## src/rtl/sha256_padder_if.sv

```systemverilog
// Stream interface between a message source, the SHA-256 padder and the
// block consumer. Signal names keep the padder's port view (_i into the
// padder, _o out of it) so waveforms read the same on both sides.
interface sha256_padder_if #(
  parameter int BlockWidth = 512
);
  logic [31:0]           data_i;
  logic                  data_valid_i;
  logic                  data_last_i;
  logic [2:0]            data_bytes_i;
  logic                  data_ready_o;
  logic [BlockWidth-1:0] block_o;
  logic                  block_valid_o;
  logic                  block_last_o;
  logic                  block_ready_i;
  logic                  busy_o;

  // Padder side.
  modport slave (
    input  data_i, data_valid_i, data_last_i, data_bytes_i, block_ready_i,
    output data_ready_o, block_o, block_valid_o, block_last_o, busy_o
  );

  // Environment side: message source plus block consumer.
  modport master (
    output data_i, data_valid_i, data_last_i, data_bytes_i, block_ready_i,
    input  data_ready_o, block_o, block_valid_o, block_last_o, busy_o
  );
endinterface

```

## src/rtl/sha256_padder.sv

```systemverilog
// SHA-256 message padder: packs big-endian 32-bit message words into
// 512-bit blocks, appends the 0x80 marker, zero fill and the 64-bit
// message bit length, and hands blocks downstream on a valid/ready pair.
// Only BlockWidth=512 and LenWidth=64 are meaningful.
module sha256_padder #(
  parameter int BlockWidth = 512,
  parameter int LenWidth   = 64
) (
  input  logic            clk_i,
  input  logic            rst_i,
  input  logic            clear_i,
  sha256_padder_if.slave  bus
);

  typedef enum logic [1:0] {
    ST_COLLECT = 2'd0,
    ST_PAD     = 2'd1,
    ST_EMIT    = 2'd2
  } state_e;

  state_e                state_q, state_d;
  logic                  resume_pad_q, resume_pad_d; // EMIT returns to PAD
  logic                  last_q, last_d;             // block being emitted is final
  logic [3:0]            idx_q, idx_d;
  logic [LenWidth-1:0]   len_q, len_d;
  logic                  need80_q, need80_d;
  logic                  lenfits_q, lenfits_d;

  logic [31:0]           buf_q [16];
  logic                  wr_en;
  logic [31:0]           wr_word;

  logic                  accept;
  logic [2:0]            n_eff;
  logic [BlockWidth-1:0] flat_blk;

  // Keep the upper n bytes of the final word, mark the end with 0x80 and
  // zero whatever follows.
  function automatic logic [31:0] pad_word(input logic [31:0] d,
                                           input logic [2:0]  n);
    case (n)
      3'd1:    return {d[31:24], 8'h80, 16'h0000};
      3'd2:    return {d[31:16], 8'h80, 8'h00};
      default: return {d[31:8],  8'h80};
    endcase
  endfunction

  assign accept = bus.data_valid_i && (state_q == ST_COLLECT);
  // Byte counts 5..7 behave as a full word.
  assign n_eff  = (bus.data_bytes_i > 3'd4) ? 3'd4 : bus.data_bytes_i;

  // Next-state, buffer write and bookkeeping for the padding FSM.
  always_comb begin
    // NOTE: every signal gets a default first so no path leaves one
    // unassigned, which would otherwise infer a latch.
    state_d      = state_q;
    resume_pad_d = resume_pad_q;
    last_d       = last_q;
    idx_d        = idx_q;
    len_d        = len_q;
    need80_d     = need80_q;
    lenfits_d    = lenfits_q;
    wr_en        = 1'b0;
    wr_word      = 32'h0;

    case (state_q)
      ST_COLLECT: begin
        if (accept) begin
          if (!bus.data_last_i) begin
            wr_en   = 1'b1;
            wr_word = bus.data_i;
            len_d   = len_q + LenWidth'(32);
            idx_d   = idx_q + 4'd1;
            if (idx_q == 4'd15) begin
              state_d      = ST_EMIT;
              last_d       = 1'b0;
              resume_pad_d = 1'b0;
            end
          end else if (n_eff == 3'd0) begin
            // Empty tail: nothing stored, the marker goes in from PAD.
            need80_d = 1'b1;
            state_d  = ST_PAD;
          end else if (n_eff == 3'd4) begin
            wr_en    = 1'b1;
            wr_word  = bus.data_i;
            len_d    = len_q + LenWidth'(32);
            idx_d    = idx_q + 4'd1;
            need80_d = 1'b1;
            if (idx_q == 4'd15) begin
              state_d      = ST_EMIT;
              last_d       = 1'b0;
              resume_pad_d = 1'b1;
            end else begin
              state_d = ST_PAD;
            end
          end else begin
            wr_en     = 1'b1;
            wr_word   = pad_word(bus.data_i, n_eff);
            len_d     = len_q + LenWidth'({n_eff, 3'b000});
            lenfits_d = (idx_q <= 4'd13);
            idx_d     = idx_q + 4'd1;
            // Marker landed in the last slot: the block is full, so emit it
            // and build the length block afterwards.
            if (idx_q == 4'd15) begin
              state_d      = ST_EMIT;
              last_d       = 1'b0;
              resume_pad_d = 1'b1;
            end else begin
              state_d = ST_PAD;
            end
          end
        end
      end

      ST_PAD: begin
        wr_en = 1'b1;
        if (need80_q) begin
          wr_word   = 32'h8000_0000;
          lenfits_d = (idx_q <= 4'd13);
          need80_d  = 1'b0;
        end else if (!lenfits_q) begin
          wr_word = 32'h0;
        end else if (idx_q == 4'd14) begin
          wr_word = len_q[63:32];
        end else if (idx_q == 4'd15) begin
          wr_word = len_q[31:0];
        end else begin
          wr_word = 32'h0;
        end
        idx_d = idx_q + 4'd1;
        if (idx_q == 4'd15) begin
          state_d      = ST_EMIT;
          last_d       = !need80_q && lenfits_q;
          resume_pad_d = 1'b1;
        end
      end

      ST_EMIT: begin
        if (bus.block_ready_i) begin
          idx_d = 4'd0;
          if (last_q) begin
            len_d     = '0;
            need80_d  = 1'b0;
            lenfits_d = 1'b0;
            last_d    = 1'b0;
            state_d   = ST_COLLECT;
          end else if (resume_pad_q) begin
            // The next block is a pure padding block, so the length fits.
            lenfits_d = 1'b1;
            state_d   = ST_PAD;
          end else begin
            state_d = ST_COLLECT;
          end
        end
      end

      default: state_d = ST_COLLECT;
    endcase

    // Abort wins over any transfer in the same cycle.
    if (clear_i) begin
      state_d      = ST_COLLECT;
      resume_pad_d = 1'b0;
      last_d       = 1'b0;
      idx_d        = 4'd0;
      len_d        = '0;
      need80_d     = 1'b0;
      lenfits_d    = 1'b0;
      wr_en        = 1'b0;
    end
  end

  // Control state register with asynchronous reset.
  always_ff @(posedge clk_i or posedge rst_i) begin
    // NOTE: sequential state uses non-blocking assignments so every
    // register samples pre-edge values regardless of statement order.
    if (rst_i) begin
      state_q      <= ST_COLLECT;
      resume_pad_q <= 1'b0;
      last_q       <= 1'b0;
      idx_q        <= 4'd0;
      len_q        <= '0;
      need80_q     <= 1'b0;
      lenfits_q    <= 1'b0;
    end else begin
      state_q      <= state_d;
      resume_pad_q <= resume_pad_d;
      last_q       <= last_d;
      idx_q        <= idx_d;
      len_q        <= len_d;
      need80_q     <= need80_d;
      lenfits_q    <= lenfits_d;
    end
  end

  // Block buffer, one word written per cycle at the current index.
  always_ff @(posedge clk_i) begin
    // NOTE: the buffer has no reset; every slot is rewritten before a block
    // is emitted and block_o is gated to zero outside EMIT.
    if (wr_en) begin
      buf_q[idx_q] <= wr_word;
    end
  end

  // Flatten the buffer with word 0 in the most significant position.
  always_comb begin
    flat_blk = '0;
    for (int i = 0; i < 16; i++) begin
      flat_blk[BlockWidth-1-32*i -: 32] = buf_q[i];
    end
  end

  assign bus.data_ready_o  = (state_q == ST_COLLECT);
  assign bus.block_valid_o = (state_q == ST_EMIT);
  assign bus.block_last_o  = (state_q == ST_EMIT) && last_q;
  assign bus.block_o       = (state_q == ST_EMIT) ? flat_blk : '0;
  assign bus.busy_o        = (state_q != ST_COLLECT) || (idx_q != 4'd0);

endmodule

```

## src/flat_wrapper.sv

```systemverilog
// flat-port wrapper written by rule: the top's interface ports become plain ports
module sha256_padder_flat 
#(
  parameter int BlockWidth = 512,
  parameter int LenWidth   = 64
)
  (clk_i, rst_i, clear_i, bus_data_i, bus_data_valid_i, bus_data_last_i, bus_data_bytes_i, bus_block_ready_i, bus_data_ready_o, bus_block_o, bus_block_valid_o, bus_block_last_o, bus_busy_o);
  sha256_padder_if #(.BlockWidth(BlockWidth)) bus_i ();
  input  logic clk_i;
  input  logic rst_i;
  input  logic clear_i;
  input wire logic [$bits(bus_i.data_i)-1:0] bus_data_i;
  input wire logic [$bits(bus_i.data_valid_i)-1:0] bus_data_valid_i;
  input wire logic [$bits(bus_i.data_last_i)-1:0] bus_data_last_i;
  input wire logic [$bits(bus_i.data_bytes_i)-1:0] bus_data_bytes_i;
  input wire logic [$bits(bus_i.block_ready_i)-1:0] bus_block_ready_i;
  output wire logic [$bits(bus_i.data_ready_o)-1:0] bus_data_ready_o;
  output wire logic [$bits(bus_i.block_o)-1:0] bus_block_o;
  output wire logic [$bits(bus_i.block_valid_o)-1:0] bus_block_valid_o;
  output wire logic [$bits(bus_i.block_last_o)-1:0] bus_block_last_o;
  output wire logic [$bits(bus_i.busy_o)-1:0] bus_busy_o;
  assign bus_i.data_i = bus_data_i;
  assign bus_i.data_valid_i = bus_data_valid_i;
  assign bus_i.data_last_i = bus_data_last_i;
  assign bus_i.data_bytes_i = bus_data_bytes_i;
  assign bus_i.block_ready_i = bus_block_ready_i;
  assign bus_data_ready_o = bus_i.data_ready_o;
  assign bus_block_o = bus_i.block_o;
  assign bus_block_valid_o = bus_i.block_valid_o;
  assign bus_block_last_o = bus_i.block_last_o;
  assign bus_busy_o = bus_i.busy_o;
  sha256_padder #(.BlockWidth(BlockWidth), .LenWidth(LenWidth)) u_core (.clk_i(clk_i), .rst_i(rst_i), .clear_i(clear_i), .bus(bus_i));
endmodule
```

## config.mk

```make
export PLATFORM = sky130hd
export DESIGN_NAME = sha256_padder_flat
export DESIGN_NICKNAME = d
export VERILOG_FILES = /design/src/rtl/sha256_padder_if.sv /design/src/rtl/sha256_padder.sv /design/src/flat_wrapper.sv
export SDC_FILE = /design/constraint.sdc
export NUM_CORES = 1
export LEC_CHECK = 0
export BUFFER_PORTS_ARGS = -buffer_cell sky130_fd_sc_hd__buf_2
export CORE_MARGIN = 2
export CORE_UTILIZATION = 54
export CTS_CLUSTER_SIZE = 30
export DETAILED_ROUTE_END_ITERATION = 12
export GPL_ROUTABILITY_DRIVEN = 0
export HOLD_SLACK_MARGIN = 0.1
export PLACE_DENSITY_LB_ADDON = 0.15
export SYNTH_ARGS = -nofsm -noshare
export SYNTH_HDL_FRONTEND = slang
export SYNTH_SLANG_ARGS = --single-unit
```

## constraint.sdc

```tcl
create_clock -name clk_i -period 5.7 [get_ports clk_i]
set_clock_uncertainty 0.05 [all_clocks]
set_input_delay 0 -clock clk_i [delete_from_list [all_inputs] [get_ports clk_i]]
set_output_delay 0 -clock clk_i [all_outputs]
set_load 0.02 [all_outputs]
```

Word-level counts from Yosys, hierarchy flattened
Memory sizes are Yosys's and may differ from the RTL's.
Index checks and enable logic that the tools add are counted.
Widths: inputs -> output; s select.
Operators by class
  reduce and logical (&&, ||, !) cells: 19
  add/subtract/negate cells: 3
  equality and inequality tests: 19
  order comparisons: 2
  muxes and demuxes: 76
Operators by type and width (count)
  $mux 512: 1
  $mux 64: 7
  $mux 32: 7
  $pmux 64 s2: 1
  $add 64x6->64: 1
  $add 64x6->64 const B: 1
  $pmux 32 s2: 1
  $pmux 24 s2: 1
  $mux 1: 36
  $mux 24: 1
  $mux 4: 5
  $mux 2: 8
  $ne 3x2->1 const B: 4
  $ne 3x3->1 const B: 4
  $pmux 4 s3: 1
  $reduce_and 5->1: 2
  $pmux 1 s3: 3
  $eq 4x4->1 const B: 2
  $ne 4x2->1 const B: 2
  $reduce_and 4->1: 2
  $reduce_and 8->1: 1
  $reduce_bool 4->1: 2
  $pmux 2 s3: 1
  $reduce_and 6->1: 1
  20 further kinds: 24
Storage, ports and cells
  register bits after elaboration: 74
  output and inout bits: 516
  memories kept: 1
  bits of input ports: 41
  bits in writable memories: 512
  logic and storage cells: 127
Memories
  u_core.buf_q: depth 16, bits a word 32, rd ports 16, clocked after Yosys merged registers in 0, write ports 1, RTL line sha256_padder.sv:29  | logic [31:0] buf_q [16];

Longest topological paths before layout
Gate-level depths: netlist (run 1).
  depth in word-level cells: 10
  depth in mapped cells: 11
  mapped depth without buffers: 9

Worst setup path before layout (run 1)
OpenSTA, ideal clock, no wires.
  kind: register to register
  from: register u_core.state_q[0]
  to: memory u_core.buf_q[2][0] (enable)
  library setup time: 0.461 ns
  data required time: 5.189 ns
  cell stages (with the launch flop): 10
  arrival time: 4.041 ns
  path buffers: 1
  setup slack: 1.148 ns
  clock period less this slack: 4.552 ns
  path through: dfrtp_1 -> inv_1 -> ha_1 -> clkbuf_1 -> nand2_1 -> nor2_1 -> nor2_1 -> nor2_1 -> nand2_1 -> nor3_1
On the way
  word-level cells in the longest chain between the ends: 7
  elaborated cells on any way between the ends: 8
  classes of those cells: eq/ne: 1; mux: 5; reduce/logical: 2
RTL lines
  from (decl): RTL line sha256_padder.sv:21  | state_e state_q, state_d;
  from (signal assigned): RTL line sha256_padder.sv:186  | state_q <= state_d;
  $logic_not 2->1 *
  via bus_data_ready_o: RTL line flat_wrapper.sv:17  | output wire logic [$bits(bus_i.data_ready_o)-1:0] bus_data_ready_o;
  $logic_and 1x1->1: RTL line sha256_padder.sv:48  | assign accept = bus.data_valid_i && (state_q == ST_COLLECT);
  $mux 1: RTL line sha256_padder.sv:68  | if (accept) begin
  $pmux 1 s2 *: RTL line sha256_padder.sv:66  | case (state_q)
  $mux 1 *: RTL line sha256_padder.sv:161  | if (clear_i) begin
  $mux 1 *: RTL line sha256_padder.sv:200  | if (wr_en) begin
  $mux 1 (not written as such) *: RTL line sha256_padder.sv:201  | buf_q[idx_q] <= wr_word;
  to (decl): RTL line sha256_padder.sv:29
The timed path passes the listed nets; every way through them passes the cells marked *.

Worst setup path after layout (run 1)
  from: register u_core.state_q[0]
  to: register u_core.lenfits_q
On the way
  word-level cells in the longest chain between the ends: 4
  elaborated cells on any way between the ends: 15
  classes of those cells: eq/ne: 9; mux: 2; reduce/logical: 4
RTL lines
  $logic_not 2->1: RTL line sha256_padder.sv:48, sha256_padder.sv:66
  $logic_and 1x1->1: RTL line sha256_padder.sv:48
  $ne 3x2->1 (no line)
  $reduce_and 8->1 (no line)
  to (signal assigned): RTL line sha256_padder.sv:192  | lenfits_q <= lenfits_d;
  to (decl): RTL line sha256_padder.sv:27  | logic lenfits_q, lenfits_d;
Parallel ways exist; a longest one is shown, timed or not.
A chain may end at the register's enable or synchronous reset.

==> out/metrics.yaml, run 1 <==
run_status:
  outcome: "completed"
clock_network:
  htree_levels: 2
  clock_latency_ns: 0.61
  clock_path_buffers: 3
  post-cts-setup-buffers: 0
  root_buffer: "clkbuf_16"
  cts_inserted_buffers: 57
  clock-sinks: 583
  path_clk_slew_ns: 0.06
  cts_resized: 0
  cts_tree: "built"
worst_setup_path:
  path_class: "reg2reg"
  cp-end-kind: "register"
  crit_required_ns: 6.20
  cp-start-kind: "register"
  path_max_fanout: 155
  arrival_ns: 4.89
die:
  ios: 557
  die_w_um: 216
  die-area_um2: 46500
  rows: 77
  start_util_pct: 54.7
  chipHeight_um: 216
  coreArea_um2: 44200
power:
  p_leak_nw: 12.4
  power.density_nw_per_um2: 300
  total_power_mw: 8.83
  max-vdd-ir-drop_v: 0.000239
global_route:
  grt_overflow: 0
  antenna_found_initial: 1
  grt_pass1_wl_mm: 109
  grt_pass1_vias: 16100
  grt_usage_pct: 32.4
  grt_max_degree: 156
synth:
  synth_mux_area_share_pct: 0.295
  synth_top_family_by_area: "simple AND/OR/NAND/NOR gates"
  synth-compound-area-share_pct: 4.38
  synthAdderAreaFrac_pct: 0.704
  ys_async_sr_fraction_pct: 12.2
  yosys.area_share.simple_pct: 20.3
  syn_nets: 1794
  ys_ff_latch: 583
  synthCells: 1740
  synth_edf_count: 512
  syn_avg_cell_area_um2: 13.9
  synth-xor-area-share_pct: 1.16
  synth_cell_type_count: 73
  synthFlopType: "edfxtp_1"
  ys_seq_area_share_pct: 70.9
  syn-cell-area_um2: 24200
  ys_warn_count: 0
timing:
  worst_slack_ns: 1.31
  finalCritPeriodShare_pct: 77.0
  period_needed_ns: 4.39
  slew_headroom_pct: 2.58
  rsz0062_at_grt: "false"
  tightest_slew_ns: 1.46
  worst_hold_slack_ns: 0.165
  maxSlewViolCount: 0
  fin_setup_tns_ns: 0
  setup-violations-final: 0
  final_hold_viol_count: 0
  max_freq_ghz: 0.228
finish:
  area_delta_synth_final_pct: 21.7
  final_cells: 2929
  drive_gt1_share_pct: 29.8
  fin_util_pct: 66.6
  nets: 2344
  finalInstanceArea_um2: 29400
place:
  dp_slack_ns: 1.64
  portBuffers: 556
  place_hpwl_mm: 51.7
  dp.cells: 2810
  dpl_cell_area_um2: 27500
routing:
  drtIter0Drc: 2009
  routed_wl_mm: 76.7
  vias_per_cell: 5.77
  post-route-drc-count: 0
  wl_per_cell_um: 26.2
  firstDrtPassIters: 7
  ant_nets: 0
  vias: 16900
min_path:
  hp-class: "in2async"
flow_run:
  drv_cap: 0
==> layer usage <==
layer	up-vias	global-route usage [%]	part of all wire (%)
met2	1018	53.2	49
met1	8399	43.6	38
met5	-	0	0
li1	7329	-	-
met4	0	12.3	3.8
met3	155	5.50	8.8
==> power by group <==
group | switching [mW] | internal, mW | total [mW]
Clock | 1.57 | 2.00 | 3.57
Combinational | 0.348 | 0.0932 | 0.442
Sequential | 0.0499 | 4.77 | 4.82
Total | 1.97 | 6.86 | 8.83
==> cell usage after synthesis, drive strengths merged, types with 3 or more instances <==
cell type  instances  area (um2)
o31ai              9        67.6
nor2b              7        43.8
edfxtp           512       15400
a21oi             23         115
o41ai              5        43.8
dfrtp             71        1780
and2             517        3240
a31oi              8        50.1
and3               8        50.1
ha                12         150
nand4             20         125
nand3             42         238
xor2               5        43.8
o211ai             5        37.5
mux2i              6        60.1
a32o               3        30.0
or3               11        68.8
nand2b             4        25.0
a222oi            25         250
clkbuf            84         345
a221oi             5        67.6
a22o               4        35.0
o21ai             35         179
nor3              33         170
or4                8        63.8
nor4              22         186
buf                9        57.6
or2                7        43.8
nor2              80         300
xnor2             27         236
nand2             62         240
nor4b              3        38.8
inv               39         146
==> cells in the final DEF, fill, tap and decap left out, types with 6 or more instances in the layout <==
master         Yosys  layout
nor3_2             1       6
nand3_1           38      38
or3_1             11      11
clkinv_1           0       7
nand2_1           61      61
o21ai_0           34      34
buf_4              0      15
or4_1              7       7
nor2b_1            7       7
a222oi_1          25      25
nand4_1           20      20
a21oi_1           23      23
ha_1              12      11
mux2i_1            6       6
clkbuf_1          81      20
nor4_1            17      17
dfrtp_1           71      71
edfxtp_1         512     512
a31oi_1            8       8
inv_1             39      38
dlygate4sd3_1      0      13
xnor2_1           27      27
clkinv_2           0      12
buf_2              7     556
nor3_1            32      27
nor2_1            80      67
and3_1             8       8
and2_1           516     516
clkbuf_16          0      58
nor2_4             0      12
o31ai_1            9       9
==> cell families after synthesis <==
| kind of cell | after synthesis |
|---|---|
| compound gates | 143 |
| xor+xnor | 32 |
| fa+ha+maj | 13 |
| buf+inv | 132 |
| flops | 583 |
| mux | 7 |
| simple gates | 830 |
==> worst paths after layout <==
path	from	to	slack, ns	cells after the start
min	rst_i	u_core.need80_q$_DFFE_PP0P_	0.16	4
max	u_core.state_q[0]$_DFFE_PP0P_	u_core.lenfits_q$_DFFE_PP0P_	1.31	8
max reg2reg	u_core.state_q[0]$_DFFE_PP0P_	u_core.lenfits_q$_DFFE_PP0P_	1.31	8
min in group clk_i	bus_data_i[10]	u_core.buf_q[8][10]$_DFFE_PP_	0.28	3
min reg2reg	u_core.len_q[10]$_DFFE_PP0P_	u_core.len_q[10]$_DFFE_PP0P_	0.50	1
max in group asynchronous	rst_i	u_core.len_q[12]$_DFFE_PP0P_	4.76	4
==> layout make-up <==
cell class	instances	area, um2
fillers	3160	14800
repair buffers	584	3030
inverters	39	146
well taps	592	741
clock buffers	81	1570
flip-flops and latches	583	17200
diodes	1	2.50
clock inverters	24	180
multi-input cells	1025	6620
==> repair_timing <==
item	CTS	global route
setup endpoints to repair	0	0
hold endpoints to repair	87	0
hold buffers	13	0
==> registers in the layout (all words and copies together) (netlist names) <==
name	flops
u_core.last_q	1
u_core.len_q	61
u_core.lenfits_q	1
u_core.buf_q	512
u_core.state_q	2
u_core.resume_pad_q	1
u_core.need80_q	1
u_core.idx_q	4
==> critical path, cell delays in order, from the launching register on <==
cell and delay [ns]:
dfrtp_1 0.43, inv_1 0.15, ha_4 0.62, buf_4 0.93, buf_4 0.91, nor4_1 0.16
o41a_1 0.36, o2bb2ai_1 0.14, dlygate4sd3_1 0.56
No activity file was read; power rests on OpenSTA's default activity.
==> run 2: changes to the inputs <==
==> constraint.sdc (replaced) <==
create_clock -name clk_i -period 4.49 [get_ports clk_i]
set_clock_uncertainty 0.05 [all_clocks]
set_input_delay 0 -clock clk_i [delete_from_list [all_inputs] [get_ports clk_i]]
set_output_delay 0 -clock clk_i [all_outputs]
set_load 0.02 [all_outputs]
==> out/metrics.yaml, run 2 (synthesis results as in run 1) <==
power:
  p_sw_mw: 2.50
  comb_power_share_pct: 5.0
  max-vdd-ir-drop_v: 0.000273
  p_int_mw: 8.86
  clockPowerShare_pct: 41.3
  p_leak_nw: 12.5
  switching_share_pct: 22.0
  sequentialPowerShare_pct: 53.8
  power.density_nw_per_um2: 383
finish:
  drive_gt1_share_pct: 30.3
  final_cells: 2937
  nets: 2353
  final_common_cell: "buf_2"
  largest-register: "u_core.buf_q"
  largest_reg_flops: 512
  top_regs: "u_core.buf_q (512), u_core.len_q (61), u_core.idx_q (4)"
  final_cell_mix: "556 x buf_2, 516 x and2_1, 512 x edfxtp_1"
  finalInstanceArea_um2: 29600
  area_delta_synth_final_pct: 22.6
clock_network:
  clock_path_buffers: 3
  clock_latency_ns: 0.60
  holdBufCountCts: 13
  clock-sinks: 583
  cts_resized: 0
  cts_inserted_buffers: 55
  root_buffer: "clkbuf_16"
  cts_tree: "built"
  post-cts-setup-buffers: 0
  path_clk_slew_ns: 0.07
  htree_levels: 2
place:
  dp.cells: 2821
  place_hpwl_mm: 53.2
  dpl_cell_area_um2: 27700
  portBuffers: 556
routing:
  firstDrtPassIters: 6
  vias: 17000
  ant_nets: 0
  post-route-drc-count: 0
  vias_per_cell: 5.79
  wl_per_cell_um: 26.2
  drtIter0Drc: 1982
  routed_wl_mm: 77.0
worst_setup_path:
  path_max_fanout: 373
  crit_required_ns: 4.44
  critical-path-slowest-cell: "buf_4"
  arrival_ns: 3.83
  cp-start-kind: "register"
  path_cells: "inv_1 > ha_4 > buf_12 > buf_4 > and2_1 > buf_2"
  slowest_delay_ns: 0.89
  cp-end-kind: "output pin"
  path_class: "reg2out"
global_route:
  grt_overflow: 0
  grt_pass1_vias: 16000
  grt_max_degree: 374
  grt_pass1_wl_mm: 110
  grt_usage_pct: 32.4
  antenna_found_initial: 4
timing:
  fin_setup_tns_ns: 0
  tightest_slew_ns: 1.24
  worst_hold_slack_ns: 0.222
  finalCritPeriodShare_pct: 86.3
  max_freq_ghz: 0.258
  period_needed_ns: 3.88
  rsz0062_at_grt: "false"
  final_hold_viol_count: 0
  slew_headroom_pct: 17.1
  setup-violations-final: 0
  maxSlewViolCount: 0
die:
  die_w_um: 216
  die-area_um2: 46500
  rows: 77
  chipHeight_um: 216
  coreArea_um2: 44200
  start_util_pct: 54.7
  ios: 557
run_status:
  outcome: "completed"
flow_run:
  drv_cap: 0
min_path:
  hp-class: "in2reg"
==> run 2: cell types whose count changed in the layout (fill, tap and decap cells not counted) <==
| cell | delta |
|---|---|
| buf_12 | +3 |
| buf_4 | +8 |
| bufinv_16 | +4 |
| clkbuf_1 | -7 |
| clkbuf_16 | -2 |
| clkinv_1 | +2 |
| clkinv_2 | -7 |
| clkinvlp_4 | +7 |
| nor3_2 | -4 |
| nor3_4 | +4 |
==> run 2: path summary, 6_finish.rpt <==
| path | slack [ns] | start | depth (start not counted) | endpoint |
|---|---|---|---|---|
| max in group asynchronous | 2.76 | rst_i | 5 | u_core.len_q[45]$_DFFE_PP0P_ |
| setup reg to reg | 0.97 | u_core.state_q[0]$_DFFE_PP0P_ | 8 | u_core.len_q[23]$_DFFE_PP0P_ |
| hold / removal | 0.22 | bus_data_i[0] | 2 | u_core.buf_q[15][0]$_DFFE_PP_ |
| min in group asynchronous | 0.59 | rst_i | 4 | u_core.len_q[27]$_DFFE_PP0P_ |
| hold reg to reg | 0.48 | u_core.need80_q$_DFFE_PP0P_ | 1 | u_core.need80_q$_DFFE_PP0P_ |
| setup / recovery | 0.61 | u_core.state_q[0]$_DFFE_PP0P_ | 6 | bus_block_o[13] |
==> run 2: per-stage QoR <==
step	utilization (%)	power (mW)	setup slack [ns]
finish	67.0	11.4	0.615
floorplan	-	6.49	0.794
CTS	67.0	11.4	0.700
global route	67.0	11.7	0.429
detailed placement	62.6	6.76	1.03
global placement	62.6	6.75	1.13
==> run 2: worst max-delay path, delay by kind of cell, from the launching register on <==
kind	cells	cell delay, ns
and+or+nand+nor	1	0.29
adders and majority gates	1	0.20
buffers and inverters	4	1.88
DFF	1	0.44
==> run 2: area by class of cell <==
type / instances / area (um2)
tap: 592 / 741
clock buffer: 72 / 1490
fill: 3175 / 14600
timing repair buffer: 595 / 3150
antenna: 1 / 2.50
multi-input combinational: 1025 / 6640
clock inverter: 30 / 325
sequential: 583 / 17200
inverter: 39 / 146
==> run 2: power by group through the flow <==
stage          Sequential (mW)  Combinational, mW  Clock, mW
2_1_floorplan             6.19              0.294          0
3_3_place_gp              6.22              0.531          0
3_5_place_dp              6.22              0.539          0
4_1_cts                   6.11              0.551       4.73
5_1_grt                   6.12              0.593       4.96
6_report                  6.11              0.563       4.69
==> run 2: per-layer routing <==
layer / share of wire [%] / track usage [%]
met1: 38 / 43.8
met4: 3.3 / 9.91
met3: 8.7 / 4.85
met2: 50 / 54.6
met5: 0.0091 / 0
==> run 3: changes to the inputs <==
--- a/config.mk
+++ b/config.mk
@@ -13,6 +13,7 @@
 export GPL_ROUTABILITY_DRIVEN = 0
 export HOLD_SLACK_MARGIN = 0.1
 export PLACE_DENSITY_LB_ADDON = 0.15
+export RECOVER_POWER = 25
 export SYNTH_ARGS = -nofsm -noshare
 export SYNTH_HDL_FRONTEND = slang
 export SYNTH_SLANG_ARGS = --single-unit
==> out/metrics.yaml, run 3 (synthesis results as in run 1) <==
power:
  comb_power_share_pct: 4.9
  p_leak_nw: 11.6
  switching_share_pct: 22.1
  max-vdd-ir-drop_v: 0.000273
  power.density_nw_per_um2: 387
  p_sw_mw: 2.52
  clockPowerShare_pct: 41.3
  p_int_mw: 8.86
  sequentialPowerShare_pct: 53.7
finish:
  drive_gt1_share_pct: 23.2
  top_regs: "u_core.buf_q (512), u_core.len_q (61), u_core.idx_q (4)"
  nets: 2353
  final_cells: 2937
  final_cell_mix: "512 x edfxtp_1, 393 x buf_2, 336 x and2_1"
  largest_reg_flops: 512
  area_delta_synth_final_pct: 21.7
  final_common_cell: "edfxtp_1"
  largest-register: "u_core.buf_q"
  fillers: 3275
clock_network:
  clock-sinks: 583
  cts_resized: 0
  cts_tree: "built"
  path_clk_slew_ns: 0.07
  clock_latency_ns: 0.61
  cts_inserted_buffers: 55
  htree_levels: 2
  clock_path_buffers: 3
  root_buffer: "clkbuf_16"
place:
  portBuffers: 556
  place_hpwl_mm: 53.2
  dp.cells: 2821
timing:
  rsz0062_at_grt: "false"
  period_needed_ns: 4.09
  fin_setup_tns_ns: 0
  final_hold_viol_count: 0
  tightest_slew_ns: 1.47
  max_freq_ghz: 0.244
  maxSlewViolCount: 0
  setup-violations-final: 0
  slew_headroom_pct: 2.19
  finalCritPeriodShare_pct: 91.2
min_path:
  whs_endpoint: "u_core.buf_q[15][0]$_DFFE_PP_"
  min_from: "bus_data_i[0]"
  hp-class: "in2reg"
  holdPathStages: 2
routing:
  vias: 17100
  vias_per_cell: 5.81
  firstDrtPassIters: 7
  ant_nets: 0
  post-route-drc-count: 0
  drtIter0Drc: 2136
  routed_wl_mm: 77.3
  wl_per_cell_um: 26.3
worst_setup_path:
  r2r_slack_ns: 0.99
  worstSetupPathDepth: 6
  slowest_delay_ns: 0.90
  cp-start-kind: "register"
  r2r_end: "u_core.len_q[23]$_DFFE_PP0P_"
  cp-end-kind: "output pin"
  path_buf_inv: 4
  critical-path-slowest-cell: "buf_4"
  r2r_start: "u_core.state_q[0]$_DFFE_PP0P_"
  critPathTopFamily: "buffers and inverters"
  r2r_cells: 8
  path_class: "reg2out"
  arrival_ns: 4.04
  path_cells: "inv_1 > ha_1 > buf_12 > buf_4 > and2_1 > buf_2"
  crit_required_ns: 4.44
  path_max_fanout: 373
die:
  chipHeight_um: 216
  die-area_um2: 46500
  start_util_pct: 54.7
  ios: 557
  die_w_um: 216
  coreArea_um2: 44200
  rows: 77
global_route:
  grt_max_degree: 374
  grt_overflow: 0
  grt_pass1_vias: 16000
  grt_usage_pct: 32.4
  antenna_found_initial: 4
  grt_pass1_wl_mm: 110
run_status:
  outcome: "completed"
flow_run:
  drv_cap: 0
[run 3: changes by cell type in the layout (fill, tap and decap cells not counted), sizes merged]
cell / delta
clkbuf: +164
buf: -164
[run 3: power by group through the flow]
| stage | Combinational (mW) | Clock, mW | Sequential, mW |
|---|---|---|---|
| finish | 0.563 | 4.70 | 6.11 |
| CTS | 0.551 | 4.73 | 6.11 |
| global placement | 0.531 | 0 | 6.22 |
| global route | 0.591 | 4.96 | 6.12 |
| floorplan | 0.294 | 0 | 6.19 |
| detailed placement | 0.539 | 0 | 6.22 |
[run 3: timing repair]
| item | CTS | global route |
|---|---|---|
| buffers inserted | 0 | 0 |
| endpoints found under the hold margin | 55 | 0 |
| hold buffers | 13 | 0 |
[run 3: layout make-up]
cell class	count	area [um2]	area share [%]
Antenna cell	1	2.50	0.00850
Tap cell	592	741	2.52
Clock buffer	72	1490	5.07
Timing Repair Buffer	595	2940	9.99
Sequential cell	583	17200	58.3
Multi-Input combinational cell	1025	6630	22.5
Inverter	39	146	0.498
Clock inverter	30	325	1.11
[run 3: routing by layer]
layer | part of all wire (%) | vias up | GRT usage [%]
met5 | 0.0091 | - | 0
met4 | 3.4 | 2 | 9.91
met3 | 8.5 | 140 | 4.85
met2 | 50 | 988 | 54.6
met1 | 38 | 8588 | 43.8
li1 | - | 7342 | -
[run 3: worst register-to-register path: cells and delay by family, from the launching register on]
| kind | cells | cell delay (ns) |
|---|---|---|
| buffers and inverters | 1 | 0.11 |
| multiplexers | 1 | 0.21 |
| AO/OA/AOI/OAI | 3 | 1.16 |
| flip-flops | 1 | 0.44 |
| AND/OR/NAND/NOR | 2 | 0.92 |
| adder cells (fa/ha/maj) | 1 | 0.53 |
[run 3: metrics by stage]
stage	util (%)	hold WS (ns)	worst slack (ns)	instance area [um2]	total power, mW
3_3_place_gp	62.6	0.131	1.13	27700	6.75
3_5_place_dp	62.6	0.137	1.03	27700	6.76
6_report	66.5	0.225	0.396	29400	11.4
4_1_cts	67.0	0.218	0.700	29600	11.4
2_1_floorplan	-	0.236	0.794	24200	6.49
5_1_grt	66.5	0.240	0.240	29400	11.7
[run 3: how the worst max path moves through the flow]
stage	startpoint	to	slack, ns
floorplan	u_core.state_q[0]$_DFFE_PP0P_	u_core.buf_q[10][0]$_DFFE_PP_	0.79
global placement	u_core.state_q[0]$_DFFE_PP0P_	u_core.len_q[59]$_DFFE_PP0P_	1.13
detailed placement	u_core.state_q[0]$_DFFE_PP0P_	u_core.buf_q[15][19]$_DFFE_PP_	1.03
CTS	u_core.state_q[0]$_DFFE_PP0P_	bus_block_o[79]	0.70
global route	u_core.state_q[0]$_DFFE_PP0P_	bus_block_o[13]	0.24
finish	u_core.state_q[0]$_DFFE_PP0P_	bus_block_o[13]	0.40
